`config.mk`:
```
export PLATFORM = sky130hd
export DESIGN_NAME = lsc_i2cs_ext
export DESIGN_NICKNAME = d
export VERILOG_FILES = /design/src/rtl/lsc_i2cs_ext.sv
export SDC_FILE = /design/constraint.sdc
export NUM_CORES = 1
export LEC_CHECK = 0
export BUFFER_PORTS_ARGS = -buffer_cell sky130_fd_sc_hd__buf_2
export CORE_AREA = 2 2 121 123
export DETAILED_ROUTE_END_ITERATION = 7
export DIE_AREA = 0 0 123 125
export GPL_TIMING_DRIVEN = 0
export PLACE_DENSITY_LB_ADDON = 0.1
export SETUP_SLACK_MARGIN = 0.2
export SLEW_MARGIN = 0
export SYNTH_ARGS = -nofsm -noshare
export SYNTH_HDL_FRONTEND = slang
export SYNTH_SLANG_ARGS = --single-unit
```
`constraint.sdc`:
```
create_clock -name clk -period 5.7 [get_ports clk]
set_clock_uncertainty 0.05 [all_clocks]
set_input_delay 1.14 -clock clk [delete_from_list [all_inputs] [get_ports clk]]
set_output_delay 1.14 -clock clk [all_outputs]
set_load 0.005 [all_outputs]
```
`src/rtl/lsc_i2cs_ext.sv`:
```
// lsc_i2cs_ext: oversampled I2C slave front end for register-file access.
//   Filters SCL/SDA with a hysteresis filter, detects START/STOP, matches a
//   masked 7-bit device address, then loads a 1- or 2-byte register address
//   and streams write/read bytes with address auto-increment.
// Ports:
//   clk, rst              clock, synchronous active-high reset
//   i_dev_addr/i_dev_mask device address and don't-care mask
//   o_dev_addr            last matched device address
//   o_reg_addr            current register address
//   i_rdata/o_rd          register read data / one-cycle read request
//   o_wdata/o_wr          register write data / one-cycle write strobe
//   o_start/o_stop/o_busy bus status
//   i_scl/i_sda           pad inputs
//   o_sda_oe/o_scl_oe     open-drain pull-low enables
// Optional macro LSC_I2CS_CLK_STRETCH_EN: adds input i_rdy and stretches SCL
//   on reads until the register file signals ready.
module lsc_i2cs_ext #(
  parameter int unsigned FILT_LEN   = 5,
  parameter int unsigned ADDR_BYTES = 1,
  parameter int unsigned RA_W       = 8 * ADDR_BYTES
) (
  input  logic            clk,
  input  logic            rst,
  input  logic [6:0]      i_dev_addr,
  input  logic [6:0]      i_dev_mask,
  output logic [6:0]      o_dev_addr,
  output logic [RA_W-1:0] o_reg_addr,
  input  logic [7:0]      i_rdata,
`ifdef LSC_I2CS_CLK_STRETCH_EN
  input  logic            i_rdy,
`endif
  output logic [7:0]      o_wdata,
  output logic            o_wr,
  output logic            o_rd,
  output logic            o_start,
  output logic            o_stop,
  output logic            o_busy,
  input  logic            i_scl,
  input  logic            i_sda,
  output logic            o_sda_oe,
  output logic            o_scl_oe
);

  typedef enum logic [3:0] {
    IDLE, DEV, DEV_ACK, RADDR, RADDR_ACK, WDATA, WDATA_ACK, RDATA, RDATA_ACK
  } state_t;

`ifdef LSC_I2CS_CLK_STRETCH_EN
  localparam logic [1:0] RD_WAIT = 2'd1;
`else
  localparam logic [1:0] RD_WAIT = 2'd2;
`endif
  localparam logic LAST_ABYTE = 1'(ADDR_BYTES - 1);

  // Input filter and edge-detect registers
  logic [FILT_LEN-1:0] scl_sh_q, scl_sh_d, sda_sh_q, sda_sh_d;
  logic                scl_f_q, scl_f_d, sda_f_q, sda_f_d;
  logic                scl_p_q, scl_p_d, sda_p_q, sda_p_d;

  // Protocol state
  state_t              state_q, state_d;
  logic [2:0]          bcnt_q, bcnt_d;
  logic                abyte_q, abyte_d;
  logic                ph_q, ph_d;
  logic                rw_q, rw_d;
  logic [6:0]          rx_q, rx_d;
  logic [6:0]          tx_q, tx_d;
  logic [1:0]          rdly_q, rdly_d;

  // Registered outputs
  logic                sda_oe_q, sda_oe_d;
  logic                wr_q, wr_d, rd_q, rd_d;
  logic                start_q, start_d, stop_q, stop_d;
  logic                busy_q, busy_d;
  logic [6:0]          dev_addr_q, dev_addr_d;
  logic [RA_W-1:0]     reg_addr_q, reg_addr_d;
  logic [7:0]          wdata_q, wdata_d;
`ifdef LSC_I2CS_CLK_STRETCH_EN
  logic                scl_oe_q, scl_oe_d;
`endif

  logic                scl_rise_c, scl_fall_c, start_c, stop_c;
  logic [7:0]          rx_byte_c;
  logic                match_c;
  logic                launch_c;

  // Hysteresis filter: switch only when every sample agrees
  always_comb begin
    scl_sh_d = {scl_sh_q[FILT_LEN-2:0], i_scl};
    sda_sh_d = {sda_sh_q[FILT_LEN-2:0], i_sda};
    scl_f_d  = scl_f_q;
    sda_f_d  = sda_f_q;
    if (&scl_sh_q)       scl_f_d = 1'b1;
    else if (~|scl_sh_q) scl_f_d = 1'b0;
    if (&sda_sh_q)       sda_f_d = 1'b1;
    else if (~|sda_sh_q) sda_f_d = 1'b0;
    scl_p_d  = scl_f_q;
    sda_p_d  = sda_f_q;
  end

  // Bus events; START/STOP require SCL high on both samples
  assign scl_rise_c = scl_f_q & ~scl_p_q;
  assign scl_fall_c = ~scl_f_q & scl_p_q;
  assign start_c    = scl_f_q & scl_p_q & sda_p_q & ~sda_f_q;
  assign stop_c     = scl_f_q & scl_p_q & ~sda_p_q & sda_f_q;
  assign rx_byte_c  = {rx_q, sda_f_q};
  assign match_c    = ((rx_byte_c[7:1] ^ i_dev_addr) & ~i_dev_mask) == 7'd0;

  // Next-state and output logic
  always_comb begin
    state_d    = state_q;
    bcnt_d     = bcnt_q;
    abyte_d    = abyte_q;
    ph_d       = ph_q;
    rw_d       = rw_q;
    rx_d       = rx_q;
    tx_d       = tx_q;
    rdly_d     = rdly_q;
    sda_oe_d   = sda_oe_q;
    busy_d     = busy_q;
    dev_addr_d = dev_addr_q;
    reg_addr_d = reg_addr_q;
    wdata_d    = wdata_q;
    wr_d       = 1'b0;
    rd_d       = 1'b0;
    start_d    = 1'b0;
    stop_d     = 1'b0;
    launch_c   = 1'b0;
`ifdef LSC_I2CS_CLK_STRETCH_EN
    scl_oe_d   = scl_oe_q;
`endif

    // Address advances the clk after the write strobe
    if (wr_q) reg_addr_d = reg_addr_q + RA_W'(1);

    // Read data capture into the TX shifter; bit 7 goes straight to the pad
`ifdef LSC_I2CS_CLK_STRETCH_EN
    if ((rdly_q != 2'd0) && i_rdy) begin
      tx_d     = i_rdata[6:0];
      sda_oe_d = ~i_rdata[7];
      rdly_d   = 2'd0;
      scl_oe_d = 1'b0;
    end
`else
    if (rdly_q != 2'd0) begin
      rdly_d = rdly_q - 2'd1;
      if (rdly_q == 2'd1) begin
        tx_d     = i_rdata[6:0];
        sda_oe_d = ~i_rdata[7];
      end
    end
`endif

    if (stop_c) begin
      state_d  = IDLE;
      sda_oe_d = 1'b0;
      stop_d   = 1'b1;
      busy_d   = 1'b0;
      rdly_d   = 2'd0;
      ph_d     = 1'b0;
`ifdef LSC_I2CS_CLK_STRETCH_EN
      scl_oe_d = 1'b0;
`endif
    end else if (start_c) begin
      state_d  = DEV;
      bcnt_d   = 3'd0;
      sda_oe_d = 1'b0;
      start_d  = 1'b1;
      rdly_d   = 2'd0;
      ph_d     = 1'b0;
`ifdef LSC_I2CS_CLK_STRETCH_EN
      scl_oe_d = 1'b0;
`endif
    end else begin
      unique case (state_q)
        IDLE: ;
        DEV: begin
          if (scl_rise_c) begin
            rx_d   = rx_byte_c[6:0];
            bcnt_d = bcnt_q + 3'd1;
            if (bcnt_q == 3'd7) begin
              if (match_c) begin
                dev_addr_d = rx_byte_c[7:1];
                rw_d       = rx_byte_c[0];
                busy_d     = 1'b1;
                ph_d       = 1'b0;
                state_d    = DEV_ACK;
              end else begin
                busy_d  = 1'b0;
                state_d = IDLE;
              end
            end
          end
        end
        RADDR, WDATA: begin
          if (scl_rise_c) begin
            rx_d   = rx_byte_c[6:0];
            bcnt_d = bcnt_q + 3'd1;
            if (bcnt_q == 3'd7) begin
              ph_d = 1'b0;
              if (state_q == RADDR) begin
                // Shift-load: the final ADDR_BYTES bytes form the address, MSB first
                reg_addr_d = RA_W'({reg_addr_q, rx_byte_c});
                state_d    = RADDR_ACK;
              end else begin
                wdata_d = rx_byte_c;
                wr_d    = 1'b1;
                state_d = WDATA_ACK;
              end
            end
          end
        end
        DEV_ACK, RADDR_ACK, WDATA_ACK: begin
          // ph 0: first fall starts the ACK; ph 1: next fall ends the slot
          if (scl_fall_c) begin
            if (!ph_q) begin
              sda_oe_d = 1'b1;
              ph_d     = 1'b1;
            end else begin
              sda_oe_d = 1'b0;
              ph_d     = 1'b0;
              bcnt_d   = 3'd0;
              if (state_q == DEV_ACK) begin
                if (rw_q) begin
                  state_d  = RDATA;
                  launch_c = 1'b1;
                end else begin
                  abyte_d = 1'b0;
                  state_d = RADDR;
                end
              end else if (state_q == RADDR_ACK) begin
                if (abyte_q == LAST_ABYTE) begin
                  state_d = WDATA;
                end else begin
                  abyte_d = abyte_q + 1'b1;
                  state_d = RADDR;
                end
              end else begin
                state_d = WDATA;
              end
            end
          end
        end
        RDATA: begin
          // ph 1 here means a read launch is pending for the next fall
          if (scl_rise_c) begin
            bcnt_d = bcnt_q + 3'd1;
            if (bcnt_q == 3'd7) begin
              ph_d    = 1'b0;
              state_d = RDATA_ACK;
            end
          end else if (scl_fall_c) begin
            if (ph_q) begin
              ph_d     = 1'b0;
              launch_c = 1'b1;
            end else begin
              sda_oe_d = ~tx_q[6];
              tx_d     = {tx_q[5:0], 1'b0};
            end
          end
        end
        RDATA_ACK: begin
          if (scl_fall_c && !ph_q) begin
            sda_oe_d = 1'b0;
            ph_d     = 1'b1;
          end else if (scl_rise_c && ph_q) begin
            // Address moves past every byte sent, ACKed or not
            reg_addr_d = reg_addr_q + RA_W'(1);
            bcnt_d     = 3'd0;
            if (!sda_f_q) begin
              ph_d    = 1'b1;
              state_d = RDATA;
            end else begin
              ph_d    = 1'b0;
              busy_d  = 1'b0;
              state_d = IDLE;
            end
          end
        end
        default: state_d = IDLE;
      endcase
    end

    // Read launch: request the byte and release SDA until it is captured
    if (launch_c) begin
      rd_d     = 1'b1;
      sda_oe_d = 1'b0;
      rdly_d   = RD_WAIT;
`ifdef LSC_I2CS_CLK_STRETCH_EN
      scl_oe_d = 1'b1;
`endif
    end
  end

  // State registers
  always_ff @(posedge clk) begin
    if (rst) begin
      scl_sh_q   <= '1;
      sda_sh_q   <= '1;
      scl_f_q    <= 1'b1;
      sda_f_q    <= 1'b1;
      scl_p_q    <= 1'b1;
      sda_p_q    <= 1'b1;
      state_q    <= IDLE;
      bcnt_q     <= 3'd0;
      abyte_q    <= 1'b0;
      ph_q       <= 1'b0;
      rw_q       <= 1'b0;
      rx_q       <= 7'd0;
      tx_q       <= 7'd0;
      rdly_q     <= 2'd0;
      sda_oe_q   <= 1'b0;
      wr_q       <= 1'b0;
      rd_q       <= 1'b0;
      start_q    <= 1'b0;
      stop_q     <= 1'b0;
      busy_q     <= 1'b0;
      dev_addr_q <= 7'd0;
      reg_addr_q <= '0;
      wdata_q    <= 8'd0;
`ifdef LSC_I2CS_CLK_STRETCH_EN
      scl_oe_q   <= 1'b0;
`endif
    end else begin
      scl_sh_q   <= scl_sh_d;
      sda_sh_q   <= sda_sh_d;
      scl_f_q    <= scl_f_d;
      sda_f_q    <= sda_f_d;
      scl_p_q    <= scl_p_d;
      sda_p_q    <= sda_p_d;
      state_q    <= state_d;
      bcnt_q     <= bcnt_d;
      abyte_q    <= abyte_d;
      ph_q       <= ph_d;
      rw_q       <= rw_d;
      rx_q       <= rx_d;
      tx_q       <= tx_d;
      rdly_q     <= rdly_d;
      sda_oe_q   <= sda_oe_d;
      wr_q       <= wr_d;
      rd_q       <= rd_d;
      start_q    <= start_d;
      stop_q     <= stop_d;
      busy_q     <= busy_d;
      dev_addr_q <= dev_addr_d;
      reg_addr_q <= reg_addr_d;
      wdata_q    <= wdata_d;
`ifdef LSC_I2CS_CLK_STRETCH_EN
      scl_oe_q   <= scl_oe_d;
`endif
    end
  end

  assign o_dev_addr = dev_addr_q;
  assign o_reg_addr = reg_addr_q;
  assign o_wdata    = wdata_q;
  assign o_wr       = wr_q;
  assign o_rd       = rd_q;
  assign o_start    = start_q;
  assign o_stop     = stop_q;
  assign o_busy     = busy_q;
  assign o_sda_oe   = sda_oe_q;
`ifdef LSC_I2CS_CLK_STRETCH_EN
  assign o_scl_oe   = scl_oe_q;
`else
  assign o_scl_oe   = 1'b0;
`endif

endmodule
```
==> key figures, run 1 <==
Outcome
  • Status: completed

Setup path
  • Levels on crit path: 8
  • Slowest CP cell: a211oi_1
  • Most common cell on crit path: buf_2
  • CP Data Arrival Time: 2.60 ns
  • Crit-path max FO: 10
  • Worst Path Buf+Inv: 3
  • Critical R2R Launch: scl_f_q
  • Required @ worst endpoint: 5.86 ns
  • CP Launch Type: flip-flop
  • Crit path largest cell delay: 0.54 ns
  • CP delay by family, top: buffers and inverters
  • Crit Path Category: reg -> reg
  • R2r endpoint: rx_q[1]
  • R2R Setup Slk: 3.26 ns
  • Crit path capture type: flip-flop
  • Worst reg-to-reg path cell count: 8
  • Critical-path cell list: ha_1, buf_2, inv_1, a211oi_1, and2_1, buf_2, mux2i_1, nor2_1

Timing
  • Max-slew violations: 0
  • Final setup TNS: 0 ns
  • Slew headroom: 40.8%
  • Peak Freq: 411 MHz
  • Final worst-path cycle share: 42.7%
  • Final min period: 2.44 ns
  • Setup violators final: 0
  • Fin. Hold Viols: 0
  • Worst slew pin tran: 0.881 ns
  • RSZ-0062 raised after global routing: false

Synthesis
  • Asr flop ratio synth: 0%
  • Fraction of the yosys area taken by sequential cells: 39.7%
  • EDFF count, synth: 0
  • Synthesized flop and latch total: 68
  • Synth unique cells: 65
  • Cells after Synth: 378
  • Syn nets: 410
  • Netlist Area Pre-Place: 3430 µm²
  • Syn avg cell area: 9.08 µm²
  • Commonest register cell after synthesis: dfxtp_1
  • Syn. warnings: 0

Drt
  • Vias: 2936
  • Vias per cell: 4.65
  • Iteration-0 DRC Markers: 179
  • Routed WL: 9750 µm
  • Antenna viol nets, final: 0
  • Routed len/inst: 15.5 µm
  • Post-route DRC: 0
  • Drt first pass iters: 6

Clock network
  • CTS Buffer Depth: 2
  • Root Buffer: clkbuf_16
  • Post-CTS sizing: 0
  • Post-CTS setup buffers: 0
  • Num CTS Buffers: 9
  • CTS tree: done
  • Clk Latency, worst-skew pair: 0.34 ns
  • H-tree levels: 3
  • Worst-path clk slew: 0.06 ns
  • Cts hold-fix bufs: 0
  • TritonCTS Sinks: 68

Placed design
  • Gpl congestion: 0.810
  • HPWL after DPL: 7040 µm
  • Post-DP Area: 3930 µm²
  • IO Port Bufs: 53

Finish
  • Fin nets: 474
  • N_diodes: 0
  • Final Cell Area: 4230 µm²
  • Share of cells above drive strength 1: 23.0%
  • Area delta synth->final: 23.3%
  • Most frequent cells in the layout: 68 x dfxtp_1, 59 x buf_2, 48 x nor2_1, 33 x mux2i_1, 21 x a21oi_1
  • Fillers: 1549
  • Most common cell after layout, fill and taps aside: dfxtp_1

Power
  • Gate power share: 14.9%
  • Int Power: 0.000908 W
  • Total power: 0.00124 W
  • Reg power frac: 39.2%
  • Switching share of power: 26.7%
  • Power per cell area: 293 nW/µm²
  • Clk network pwr share: 45.9%
  • Maximum VDD drop: 0.129 mV
  • Switch Pwr: 0.000331 W
  • Pleak: 1.69 nW

Floorplan
  • Core area: 14200 µm²
  • Die extent in x: 123 µm
  • Initial Util: 24.2%
  • Row Count: 44
  • IO Pins: 56
  • Die area: 15400 µm²
  • Die Y: 125 µm

Hold path
  • Worst Hold Depth: 1
  • End of the worst hold path: rdly_q[0]
  • HP Class: reg -> reg
  • Worst Hold Launch: rdly_q[0]

GRT
  • GRT Total Usage: 13.3%
  • Vias in the first global route: 2906
  • Grt total ovfl: 0
  • Initial antenna violation count: 0
  • First-pass GRT wire length: 15700 µm
  • Largest net degree at the start of global routing: 13

Job
  • Max Cap Viol: 0
==> power by group through the flow <==
| stage | sequential [W] | clock (W) | combinational, W |
|---|---|---|---|
| 5_1_grt | 0.000487 | 0.000607 | 0.000203 |
| 6_report | 0.000486 | 0.000569 | 0.000184 |
| 2_1_floorplan | 0.000496 | 0 | 0.000136 |
| 3_3_place_gp | 0.000497 | 0 | 0.000185 |
| 3_5_place_dp | 0.000497 | 0 | 0.000185 |
| 4_1_cts | 0.000486 | 0.000589 | 0.000186 |
==> worst max-delay path by stage <==
stage	start	endpoint
after CTS	scl_f_q	rx_q[0]
after detailed placement	i_dev_addr[2]	o_dev_addr[4]
after global routing	scl_f_q	rx_q[2]
final	scl_f_q	rx_q[1]
after global placement	i_dev_addr[2]	ph_q
after floorplan	i_dev_addr[2]	o_dev_addr[0]
==> state kept, by name, indices dropped and copies added, names as in the netlist, 2 cells and up <==
signal and count:
o_reg_addr 8, rdly_q 2, sda_sh_q 5, tx_q 7, state_q 4, rx_q 7, o_dev_addr 7, scl_sh_q 5
o_wdata 8, bcnt_q 3
==> synthesized netlist by cell type, types with 2 or more instances <==
library cell | count | area share [%]
a221o_1 | 3 | 0.87
nand4_1 | 4 | 0.73
dfxtp_1 | 68 | 40
nor2_1 | 48 | 5.2
o22ai_1 | 6 | 1.1
o22a_1 | 2 | 0.51
nor2b_1 | 5 | 0.91
or2_2 | 13 | 2.4
ha_1 | 6 | 2.2
a222oi_1 | 6 | 1.7
o2bb2ai_1 | 4 | 1.0
a21o_1 | 2 | 0.44
nor3b_1 | 2 | 0.44
nand2_1 | 18 | 2.0
buf_6 | 2 | 0.66
mux2i_1 | 33 | 9.6
clkbuf_1 | 17 | 1.9
a21oi_1 | 21 | 3.1
a41o_1 | 2 | 0.58
buf_4 | 2 | 0.44
or3_1 | 2 | 0.36
xor2_1 | 9 | 2.3
nand3_1 | 7 | 1.0
a22oi_1 | 4 | 0.87
nor3_1 | 8 | 1.2
o21ai_0 | 5 | 0.73
inv_1 | 8 | 0.87
and2_1 | 2 | 0.36
nand4b_1 | 2 | 0.51
a211oi_1 | 2 | 0.44
xnor2_1 | 12 | 3.1
buf_2 | 6 | 0.87
nand2b_1 | 8 | 1.5
or4_1 | 2 | 0.44
o21bai_1 | 2 | 0.44
o21ai_1 | 6 | 0.87
==> per-stage QoR <==
stage / hold WS (ns) / setup WS (ns) / instances / utilization [%]
6_report: 0.392 / 3.26 / 631 / 29.8
5_1_grt: 0.415 / 3.06 / 631 / 29.8
4_1_cts: 0.399 / 3.26 / 631 / 29.8
3_5_place_dp: 0.390 / 2.97 / 615 / 27.7
3_3_place_gp: 0.374 / 2.93 / 615 / 27.7
2_1_floorplan: 0.361 / 3.28 / 378 / -
==> logic make-up after synthesis <==
kind of cell	count (synthesis)	synth area share, %
adders and majority gates	6	2.19
DFF	68	39.7
and+or+nand+nor	134	20.9
muxes	34	9.95
xor gates and xnor gates	22	5.83
AOI/OAI and AO/OA	78	16.6
other	1	0.109
buffers and inverters	35	4.70
==> cell type report <==
class | instances | area [µm²] | area share (%)
clock buffer | 11 | 243 | 5.74
clock inverter | 5 | 61.3 | 1.45
timing repair buffer | 53 | 265 | 6.27
buffer | 27 | 131 | 3.10
multi-input combinational | 275 | 1910 | 45.1
sequential | 68 | 1360 | 32.2
inverter | 8 | 30.0 | 0.710
tap | 184 | 230 | 5.44
==> layer usage <==
layer | track usage (%) | vias up | share of wire (%)
met1 | 18.7 | 1378 | 49
met3 | 2.46 | 15 | 4.5
met2 | 19.6 | 65 | 45
met4 | 6.28 | 0 | 2.2
met5 | 0 | - | 0
li1 | - | 1478 | -
Power figures use the tool's default switching activity.
==> run 2, diff against run 1 <==
- clock period: 5.7 -> 2.2 ns (I/O delays scaled with it)
==> key figures, run 2 (synthesis results as in run 1) <==
Outcome
  • Status: completed

Setup path
  • Crit path capture type: flip-flop
  • Crit Path Category: reg -> reg
  • CP Data Arrival Time: 2.10 ns
  • Required @ worst endpoint: 2.36 ns
  • CP Launch Type: flip-flop
  • Worst reg-to-reg path cell count: 6
  • Crit-path max FO: 8

Drt
  • Drt first pass iters: 5
  • Vias per cell: 4.66
  • Vias: 2967
  • Post-route DRC: 0
  • Antenna viol nets, final: 0
  • Routed len/inst: 15.4 µm
  • Iteration-0 DRC Markers: 142
  • Routed WL: 9820 µm

Timing
  • Final worst-path cycle share: 88.6%
  • Peak Freq: 513 MHz
  • Slew headroom: 56.6%
  • Setup violators final: 0
  • Max-slew violations: 0
  • RSZ-0062 raised after global routing: true
  • Setup WS post-layout: 0.252 ns
  • Worst slew pin tran: 0.651 ns
  • Final min period: 1.95 ns
  • Fin. Hold Viols: 0
  • Hold slack: 0.232 ns

Finish
  • Share of cells above drive strength 1: 27.8%
  • Area delta synth->final: 29.5%
  • Fin nets: 480
  • Area taken by multi-input logic gates: 2030 µm²
  • Fillers: 1529
  • Most frequent cells in the layout: 65 x dfxtp_1, 55 x buf_2, 48 x nor2_1, 33 x mux2i_1, 21 x a21oi_1
  • Most common cell after layout, fill and taps aside: dfxtp_1
  • Register area: 1370 µm²
  • N_diodes: 0

GRT
  • Vias in the first global route: 2944
  • Top Usage Layer GRT: met2
  • Grt total ovfl: 0
  • GRT Total Usage: 13.4%
  • Met2 usage: 19.5%
  • Met1 Use GR: 19.0%
  • GR met3 Demand/Resource: 2.24%
  • Largest net degree at the start of global routing: 13
  • First-pass GRT wire length: 15800 µm
  • Initial antenna violation count: 0

Floorplan
  • Row Count: 44
  • Core area: 14200 µm²
  • IO Pins: 56
  • Die area: 15400 µm²
  • Die Y: 125 µm
  • Die extent in x: 123 µm
  • Initial Util: 24.2%

Power
  • Switching share of power: 27.1%
  • Int Power: 0.00239 W
  • Switch Pwr: 0.000887 W
  • Power per cell area: 736 nW/µm²
  • Maximum VDD drop: 0.338 mV
  • Gate power share: 16.3%
  • Clk network pwr share: 45.1%
  • Pleak: 1.77 nW
  • Reg power frac: 38.6%

Clock network
  • CTS Buffer Depth: 2
  • H-tree levels: 3
  • CTS tree: done
  • Root Buffer: clkbuf_16
  • Num CTS Buffers: 9
  • Worst-path clk slew: 0.06 ns
  • TritonCTS Sinks: 68
  • Clk Latency, worst-skew pair: 0.34 ns

Placed design
  • Setup WS pre-CTS: -0.204 ns
  • IO Port Bufs: 53
  • HPWL after DPL: 7040 µm
  • Gpl congestion: 0.810

Hold path
  • Worst Hold Depth: 2
  • HP Class: in -> reg

Job
  • Max Cap Viol: 0
[run 2: cell types whose count changed in the layout (fill, tap and decap cells not counted), moves of 2 or more]
cell | previous run | this run
dfxtp_1 | 68 | 65
buf_6 | 2 | 6
clkbuf_1 | 18 | 12
ha_1 | 6 | 3
clkbuf_2 | 0 | 5
buf_4 | 2 | 7
ha_2 | 0 | 2
buf_2 | 59 | 55
dfxtp_2 | 0 | 3
[run 2: through the flow]
stage / utilization [%] / area, µm² / setup TNS (ns) / instances / total power [W]
detailed placement: 27.7 / 3930 / -1.42 / 615 / 0.00177
floorplan: - / 3430 / 0 / 378 / 0.00164
CTS: 30.5 / 4330 / 0 / 634 / 0.00329
finish: 31.3 / 4450 / 0 / 637 / 0.00327
global route: 31.3 / 4450 / 0 / 637 / 0.00342
global placement: 27.7 / 3930 / -1.75 / 615 / 0.00177
[run 2: critical path: stages (launching register included)]
cell,delay [ns]
dfxtp_2,0.33
buf_8,0.11
or4b_4,0.57
a211oi_4,0.23
nand4_4,0.26
mux2i_1,0.22
nor2_1,0.05
[run 2: path summary, 6_finish.rpt]
check | startpoint | end | slack [ns]
max | state_q[1] | o_dev_addr[0] | 0.25
min | i_sda | sda_sh_q[0] | 0.23
max reg2reg | state_q[1] | o_dev_addr[0] | 0.25
min reg2reg | rdly_q[0] | rdly_q[0] | 0.39
[run 2: power groups by stage]
stage,clock [W],combinational [W],sequential [W]
3_5_place_dp,0,0.000478,0.00129
6_report,0.00148,0.000533,0.00126
3_3_place_gp,0,0.000479,0.00129
4_1_cts,0.00153,0.000504,0.00126
5_1_grt,0.00157,0.000584,0.00126
2_1_floorplan,0,0.000352,0.00129
[run 2: repair_timing]
item	CTS	global route
gates cloned	1	0
setup buffers	2	3
gates resized for setup	18	26
setup endpoints to repair	44	49
hold buffers	0	0
pin swaps	5	4
[run 2: routing by layer]
layer | up-vias | share of wire [%] | wire length (µm)
li1 | 1491 | - | -
met5 | - | 0 | 0
met2 | 65 | 44 | 4370
met1 | 1394 | 49 | 4790
met4 | 0 | 2.4 | 237
met3 | 17 | 4.2 | 416
[run 2: area by class of cell]
cell class / count / area share (%)
Clock buffer: 11 / 5.46
Sequential cell: 68 / 30.7
Buffer: 27 / 3.91
Clock inverter: 5 / 1.38
Inverter: 8 / 0.675
Timing Repair Buffer: 59 / 6.98
Multi-Input combinational cell: 275 / 45.7
Tap cell: 184 / 5.18
